**config.mk**
```make
export PLATFORM = sky130hd
export DESIGN_NAME = eth_mmio_arbiter
export DESIGN_NICKNAME = d
export VERILOG_FILES = /design/src/rtl/eth_mmio_arbiter.sv
export SDC_FILE = /design/constraint.sdc
export NUM_CORES = 1
export LEC_CHECK = 0
export ABC_AREA = 1
export BUFFER_PORTS_ARGS = -buffer_cell sky130_fd_sc_hd__clkbuf_2
export CAP_MARGIN = 20
export CORE_AREA = 10 10 143 145
export DETAILED_ROUTE_END_ITERATION = 16
export DIE_AREA = 0 0 153 155
export GPL_TIMING_DRIVEN = 0
export PLACE_DENSITY_LB_ADDON = 0.05
export SLEW_MARGIN = 30
export SYNTH_ARGS = -nofsm -noshare
export SYNTH_HDL_FRONTEND = slang
export SYNTH_SLANG_ARGS = --single-unit
```
**constraint.sdc**
```tcl
create_clock -name clk_i -period 3.7 [get_ports clk_i]
set_input_delay 0.185 -clock clk_i [delete_from_list [all_inputs] [get_ports clk_i]]
set_output_delay 0.185 -clock clk_i [all_outputs]
set_load 0.02 [all_outputs]
```
**src/rtl/eth_mmio_arbiter.sv**
```systemverilog
// ============================================================================
// eth_mmio_arbiter
//
// Purpose:
//   Shares one ethernet controller register port among num_ch_p MMIO masters.
//   Requests are granted round-robin with zero issue latency. Reads are
//   tracked in a channel-ID FIFO so that the controller's in-order read
//   responses are routed back to the channel that issued them.
//
// Optional feature (compile-time macro ETH_MMIO_ARB_TIMEOUT_EN):
//   When defined, a read that waits timeout_p cycles without a response is
//   retired with a 0xDEADBEEF filler pattern, and timeout_o is set sticky.
//   When undefined, there is no timeout logic and timeout_o is tied 0.
//
// Ports:
//   clk_i, reset_n_i          clock, synchronous active-low reset
//   ch_v_i / ch_write_i       per-channel request valid / write(1) read(0)
//   ch_addr_i, ch_op_size_i,
//   ch_data_i                 packed per-channel request fields (ch0 in LSBs)
//   ch_ready_o                one-hot grant (accept = v & ready)
//   ch_rdata_o, ch_rdata_v_o  shared read data, one-hot read-response valid
//   addr_o, write_en_o, read_en_o, op_size_o, write_data_o
//                             controller request port
//   read_data_i, read_data_v_i
//                             controller read response
//   err_o                     sticky: response arrived with no read in flight
//   timeout_o                 sticky: a read was retired by the timeout
// ============================================================================
module eth_mmio_arbiter #(
    parameter int num_ch_p          = 2,
    parameter int axis_width_p      = 64,
    parameter int addr_width_p      = 16,
    parameter int max_outstanding_p = 4,
    parameter int timeout_p         = 256
) (
    input  logic                             clk_i,
    input  logic                             reset_n_i,
    input  logic [num_ch_p-1:0]              ch_v_i,
    input  logic [num_ch_p-1:0]              ch_write_i,
    input  logic [num_ch_p*addr_width_p-1:0] ch_addr_i,
    input  logic [num_ch_p*2-1:0]            ch_op_size_i,
    input  logic [num_ch_p*axis_width_p-1:0] ch_data_i,
    output logic [num_ch_p-1:0]              ch_ready_o,
    output logic [axis_width_p-1:0]          ch_rdata_o,
    output logic [num_ch_p-1:0]              ch_rdata_v_o,
    output logic [addr_width_p-1:0]          addr_o,
    output logic                             write_en_o,
    output logic                             read_en_o,
    output logic [1:0]                       op_size_o,
    output logic [axis_width_p-1:0]          write_data_o,
    input  logic [axis_width_p-1:0]          read_data_i,
    input  logic                             read_data_v_i,
    output logic                             err_o,
    output logic                             timeout_o
);

    localparam int IdW  = (num_ch_p > 1) ? $clog2(num_ch_p) : 1;
    localparam int PtrW = (max_outstanding_p > 1) ? $clog2(max_outstanding_p) : 1;
    localparam int CntW = $clog2(max_outstanding_p) + 1;

    // Reject configurations the arbiter and ID FIFO are not built for.
    if (num_ch_p < 2 || max_outstanding_p < 1 || timeout_p < 1 ||
        (max_outstanding_p & (max_outstanding_p - 1)) != 0) begin : g_paramCheck
        $error("eth_mmio_arbiter: unsupported parameter set");
    end

    logic [addr_width_p-1:0] w_chAddr   [num_ch_p];
    logic [1:0]              w_chOpSize [num_ch_p];
    logic [axis_width_p-1:0] w_chData   [num_ch_p];

    logic [IdW-1:0]  r_rrPtr;
    logic [IdW-1:0]  r_idFifo [max_outstanding_p];
    logic [PtrW-1:0] r_wrPtr;
    logic [PtrW-1:0] r_rdPtr;
    logic [CntW-1:0] r_count;
    logic            r_err;

    logic            w_notEmpty;
    logic            w_realPop;
    logic            w_forcePop;
    logic            w_pop;
    logic            w_full;
    logic            w_grant;
    logic [IdW-1:0]  w_winner;
    logic [IdW-1:0]  w_idx;
    logic            w_push;
    logic [IdW-1:0]  w_head;

    // Split the packed request buses into per-channel arrays.
    for (genvar c = 0; c < num_ch_p; c++) begin : g_unpack
        assign w_chAddr[c]   = ch_addr_i[c*addr_width_p +: addr_width_p];
        assign w_chOpSize[c] = ch_op_size_i[c*2 +: 2];
        assign w_chData[c]   = ch_data_i[c*axis_width_p +: axis_width_p];
    end

    function automatic logic [PtrW-1:0] nextPtr(input logic [PtrW-1:0] p);
        if (p == PtrW'(max_outstanding_p - 1)) return '0;
        return p + PtrW'(1);
    endfunction

    assign w_notEmpty = (r_count != '0);
    assign w_head     = r_idFifo[r_rdPtr];
    assign w_realPop  = reset_n_i && read_data_v_i && w_notEmpty;
    assign w_pop      = w_realPop || w_forcePop;
    // A response retiring in this same cycle frees its slot immediately.
    assign w_full     = (r_count == CntW'(max_outstanding_p)) && !w_pop;

`ifdef ETH_MMIO_ARB_TIMEOUT_EN
    localparam int ToW = $clog2(timeout_p + 1);
    localparam logic [axis_width_p-1:0] DeadFill = {(axis_width_p/32){32'hDEAD_BEEF}};

    logic [ToW-1:0] r_toCnt;
    logic           r_timeout;

    // The counter reads timeout_p-1 in the timeout_p-th cycle after the head
    // read issued; a real response in that cycle takes precedence.
    assign w_forcePop = reset_n_i && w_notEmpty && !read_data_v_i &&
                        (r_toCnt == ToW'(timeout_p - 1));
    assign timeout_o  = r_timeout;
    assign ch_rdata_o = w_forcePop ? DeadFill : read_data_i;

    // Wait counter for the FIFO head: restarts on every retirement and
    // idles at zero while nothing is in flight.
    always_ff @(posedge clk_i) begin
        if (!reset_n_i) begin
            r_toCnt   <= '0;
            r_timeout <= 1'b0;
        end else begin
            if (w_pop || !w_notEmpty) r_toCnt <= '0;
            else                      r_toCnt <= r_toCnt + ToW'(1);
            if (w_forcePop) r_timeout <= 1'b1;
        end
    end
`else
    assign w_forcePop = 1'b0;
    assign timeout_o  = 1'b0;
    assign ch_rdata_o = read_data_i;
`endif

    // Round-robin search starting at the pointer. Reads are skipped while the
    // ID FIFO is full so that a blocked read never stalls another channel.
    always_comb begin
        w_grant  = 1'b0;
        w_winner = '0;
        w_idx    = '0;
        for (int k = 0; k < num_ch_p; k++) begin
            w_idx = IdW'((int'(r_rrPtr) + k) % num_ch_p);
            if (reset_n_i && !w_grant && ch_v_i[w_idx] &&
                (ch_write_i[w_idx] || !w_full)) begin
                w_grant  = 1'b1;
                w_winner = w_idx;
            end
        end
    end

    assign w_push       = w_grant && !ch_write_i[w_winner];
    assign ch_ready_o   = w_grant ? (num_ch_p'(1) << w_winner) : '0;
    assign write_en_o   = w_grant && ch_write_i[w_winner];
    assign read_en_o    = w_push;
    assign addr_o       = w_grant ? w_chAddr[w_winner]   : '0;
    assign op_size_o    = w_grant ? w_chOpSize[w_winner] : '0;
    assign write_data_o = w_grant ? w_chData[w_winner]   : '0;
    assign ch_rdata_v_o = w_pop ? (num_ch_p'(1) << w_head) : '0;
    assign err_o        = r_err;

    // ID FIFO storage; only the pointers and count need a reset.
    always_ff @(posedge clk_i) begin
        if (w_push) r_idFifo[r_wrPtr] <= w_winner;
    end

    // Arbitration pointer, FIFO bookkeeping and the sticky error flag.
    always_ff @(posedge clk_i) begin
        if (!reset_n_i) begin
            r_rrPtr <= '0;
            r_wrPtr <= '0;
            r_rdPtr <= '0;
            r_count <= '0;
            r_err   <= 1'b0;
        end else begin
            if (w_grant) begin
                r_rrPtr <= (w_winner == IdW'(num_ch_p - 1)) ? '0 : w_winner + IdW'(1);
            end
            if (w_push) r_wrPtr <= nextPtr(r_wrPtr);
            if (w_pop)  r_rdPtr <= nextPtr(r_rdPtr);
            case ({w_push, w_pop})
                2'b10:   r_count <= r_count + CntW'(1);
                2'b01:   r_count <= r_count - CntW'(1);
                default: r_count <= r_count;
            endcase
            if (read_data_v_i && !w_notEmpty) r_err <= 1'b1;
        end
    end

endmodule

```
==> impl_summary.log <==
[metrics] status: complete, no violations
[metrics] type of origin of the critical path: flop
[metrics] Slew Viols, Final: 0
[metrics] #FFs+latches synth: 15
[metrics] buffer cell driving the clock tree root: sky130_fd_sc_hd__clkbuf_16
[metrics] worst r2r src: r_count[0]
[metrics] Power per Cell Area: 293 nW/um2
[metrics] detailed-route via count: 3,747
[metrics] initial core utilization: 0.136
[metrics] Pint: 0.661 mW
[metrics] post-CTS setup buffer count: 0
[metrics] number of instances on the worst hold path: 3
[metrics] Final Net Count: 1,017
[metrics] Post-CTS Resized: 0
[metrics] Detailed Place HPWL: 14,400 um
[metrics] number of max-capacitance violations reported: 0
[metrics] Critical Path Sink Type: flop
[metrics] fraction of final layout cells sized beyond drive strength 1: 0.536
[metrics] average wire per cell in the routed design: 15.8 um
[metrics] drc violations: 0
[metrics] number of buffers on the longest clock path: 2
[metrics] sequential-to-total area share from yosys stat: 0.141
[metrics] Hold Crit Start: read_data_v_i
[metrics] number of nets produced by synthesis: 689
[metrics] minimum setup slack after placement: 0.941 ns
[metrics] highest clock frequency the design can meet: 359 MHz
[metrics] CORE AREA: 17,700 um2
[metrics] Final WS setup: 0.918 ns
[metrics] most frequent standard cell in the layout excluding fill and tap cells: sky130_fd_sc_hd__clkbuf_2
[metrics] final weighted congestion of routability-driven global placement: 0.811
[metrics] number of instances in the synthesized netlist: 447
[metrics] number of buffers inserted by port buffering: 323
[metrics] Endpoint, Worst Hold: err_o
[metrics] count of H-tree levels built during CTS: 1
[metrics] Chip Width: 153 um
[metrics] vertical die dimension: 155 um
[metrics] first-iteration detailed-routing DRC count: 131
[metrics] count of different cell masters after synthesis: 22
[metrics] layout overhead on the synthesized area: 82.3%
[metrics] IO Pins: 389
[metrics] Vias/cell: 3.74
[metrics] Worst Skew: 0.00133 ns
[metrics] grt ovf: 0
[metrics] wire length of the first global-routing pass: 22,500 um
[metrics] Post-Syn Area: 2410 um2
[metrics] slack of the worst reg-to-reg path: 0.92 ns
[metrics] wire length reported by the detailed router: 15,800 um
[metrics] Final Hold Fails: 0
[metrics] most used cells in the layout excluding fill and tap cells: 323 x sky130_fd_sc_hd__clkbuf_2, 273 x sky130_fd_sc_hd__nand2_1, 66 x sky130_fd_sc_hd__buf_4, 21 x sky130_fd_sc_hd__inv_1, 13 x sky130_fd_sc_hd__nor2_1
[metrics] largest net degree at the start of global routing: 14
[metrics] antenna violations before repair: 0
[metrics] clock slew at reported path FFs: 0.05 ns
[metrics] type of the worst setup path: flop to flop
[metrics] class of the worst hold path: input pin to flop
[metrics] number of warning messages in the yosys log: 0
[metrics] placement row count: 49
[metrics] final setup violating endpoints: 0
[metrics] static leakage power: 2.94 nW
[metrics] clock insertion delay at the later pin of the skew report: 0.24 ns
[metrics] cts bufs inserted: 3
[metrics] worst-case vdd ir drop: 0.237 mV
[metrics] fraction of the cycle the final worst path needs: 0.752
[metrics] average instance area after synthesis: 5.39 um2
[metrics] critical-path maximum fanout: 8
[metrics] iteration count of the initial detailed-routing pass: 6
[metrics] Reg power frac: 0.156
[metrics] Register-to-Register Path Depth: 16
[metrics] clock tree from TritonCTS: done
[metrics] sw frac: 0.487
[metrics] area of the die: 23,700 um2
[metrics] count of hold-fix buffers inserted at cts: 0
[metrics] Clock Sink Count: 15
[metrics] sw power: 0.627 mW
[metrics] setup tns final: 0 ns
[metrics] final antenna-violating net count: 0
[metrics] time the final worst path needs with I/O delays and setup: 2.78 ns
[metrics] n_diodes: 0
[metrics] sum of internal, switching and leakage power: 1.29 mW
[metrics] clock group share of total power: 0.163
[metrics] WP data required: 3.82 ns
[metrics] all-layer global routing usage: 0.118
[metrics] worst endpoint data arrival time: 2.90 ns
[metrics] RSZ-0062 raised after global routing: no
[metrics] via count of the first global-routing pass: 3,774
[metrics] RR Endpoint: r_count[2]
[metrics] portion of total power attributed to combinational logic: 0.680
[through the flow]
stage / util / area [um2] / instances / hold WS, ns
floorplan: - / 2410 / 447 / 0.380
global placement: 0.244 / 4310 / 999 / 0.443
detailed placement: 0.244 / 4310 / 999 / 0.453
CTS: 0.249 / 4390 / 1003 / 0.255
global route: 0.249 / 4390 / 1003 / 0.311
finish: 0.249 / 4390 / 1003 / 0.256
[Yosys cell counts]
library cell	number	area share
sky130_fd_sc_hd__a32oi_1	1	0.0036
sky130_fd_sc_hd__inv_2	2	0.0031
sky130_fd_sc_hd__edfxtp_1	4	0.050
sky130_fd_sc_hd__buf_6	8	0.037
sky130_fd_sc_hd__inv_1	21	0.033
sky130_fd_sc_hd__dfxtp_1	11	0.091
sky130_fd_sc_hd__o21ai_0	7	0.015
sky130_fd_sc_hd__nand2_1	273	0.43
sky130_fd_sc_hd__nand4_1	5	0.013
sky130_fd_sc_hd__buf_4	66	0.21
sky130_fd_sc_hd__nand3_1	6	0.012
sky130_fd_sc_hd__buf_2	10	0.021
sky130_fd_sc_hd__a21oi_1	7	0.015
sky130_fd_sc_hd__o31ai_1	1	0.0031
sky130_fd_sc_hd__nand3_2	1	0.0042
sky130_fd_sc_hd__fa_1	1	0.0083
sky130_fd_sc_hd__a21boi_0	1	0.0031
sky130_fd_sc_hd__nor2_1	13	0.020
sky130_fd_sc_hd__ha_1	6	0.031
sky130_fd_sc_hd__conb_1	1	0.0016
sky130_fd_sc_hd__clkbuf_1	1	0.0016
sky130_fd_sc_hd__nand2_2	1	0.0026
[worst max path at each step]
stage,to,startpoint,slack [ns],cells after the start
CTS,r_count[2],r_count[0],0.92,16
global placement,r_count[2],r_count[0],0.98,16
floorplan,r_count[2],r_count[0],1.37,16
global route,r_count[2],r_count[0],0.61,16
finish,r_count[2],r_count[0],0.92,16
detailed placement,r_count[2],r_count[0],0.94,16
[cell type report]
type	instances	area, um2
Buffer	85	639
Clock inverter	1	5.00
Sequential cell	15	340
Timing Repair Buffer	323	1620
Fill cell	2066	13300
Inverter	23	86.3
Multi-Input combinational cell	324	1340
Clock buffer	3	75.1
Tap cell	229	287
[kinds of logic (layout without fill, tap and decap cells)]
| kind of cell | count (synthesis) | in the layout | synth area share |
|---|---|---|---|
| AND/OR/NAND/NOR | 299 | 299 | 0.478 |
| buffers and inverters | 108 | 435 | 0.301 |
| AO/OA/AOI/OAI | 17 | 17 | 0.0389 |
| flip-flops | 15 | 15 | 0.141 |
| adder cells (fa/ha/maj) | 7 | 7 | 0.0395 |
| other | 1 | 1 | 0.00156 |
[per-layer routing]
metal / GRT usage / routed length [um]
met1: 0.117 / 5540
met2: 0.240 / 8890
met3: 0.0356 / 1240
met4: 0.0123 / 144
met5: 0 / 0
[power by group through the flow]
stage | registers, mW | logic, mW | clock network [mW]
after floorplan | 0.205 | 0.537 | 0
after global placement | 0.204 | 0.899 | 0
after detailed placement | 0.204 | 0.899 | 0
after CTS | 0.201 | 0.902 | 0.216
after global routing | 0.204 | 0.968 | 0.223
final | 0.201 | 0.876 | 0.210
[worst max-delay path, cell delays in order (launching register included)]
cell and delay (ns):
sky130_fd_sc_hd__dfxtp_1 0.31, sky130_fd_sc_hd__inv_1 0.12, sky130_fd_sc_hd__nand2_1 0.07, sky130_fd_sc_hd__nor2_1 0.17, sky130_fd_sc_hd__nand2_1 0.11, sky130_fd_sc_hd__nand2_2 0.10
sky130_fd_sc_hd__nand4_1 0.18, sky130_fd_sc_hd__nand2_1 0.19, sky130_fd_sc_hd__nand2_1 0.13, sky130_fd_sc_hd__nand3_2 0.18, sky130_fd_sc_hd__ha_1 0.17, sky130_fd_sc_hd__inv_1 0.07
sky130_fd_sc_hd__fa_1 0.38, sky130_fd_sc_hd__a21oi_1 0.14, sky130_fd_sc_hd__o21ai_0 0.12, sky130_fd_sc_hd__o21ai_0 0.16, sky130_fd_sc_hd__a21oi_1 0.06
Power figures use the tool's default switching activity.
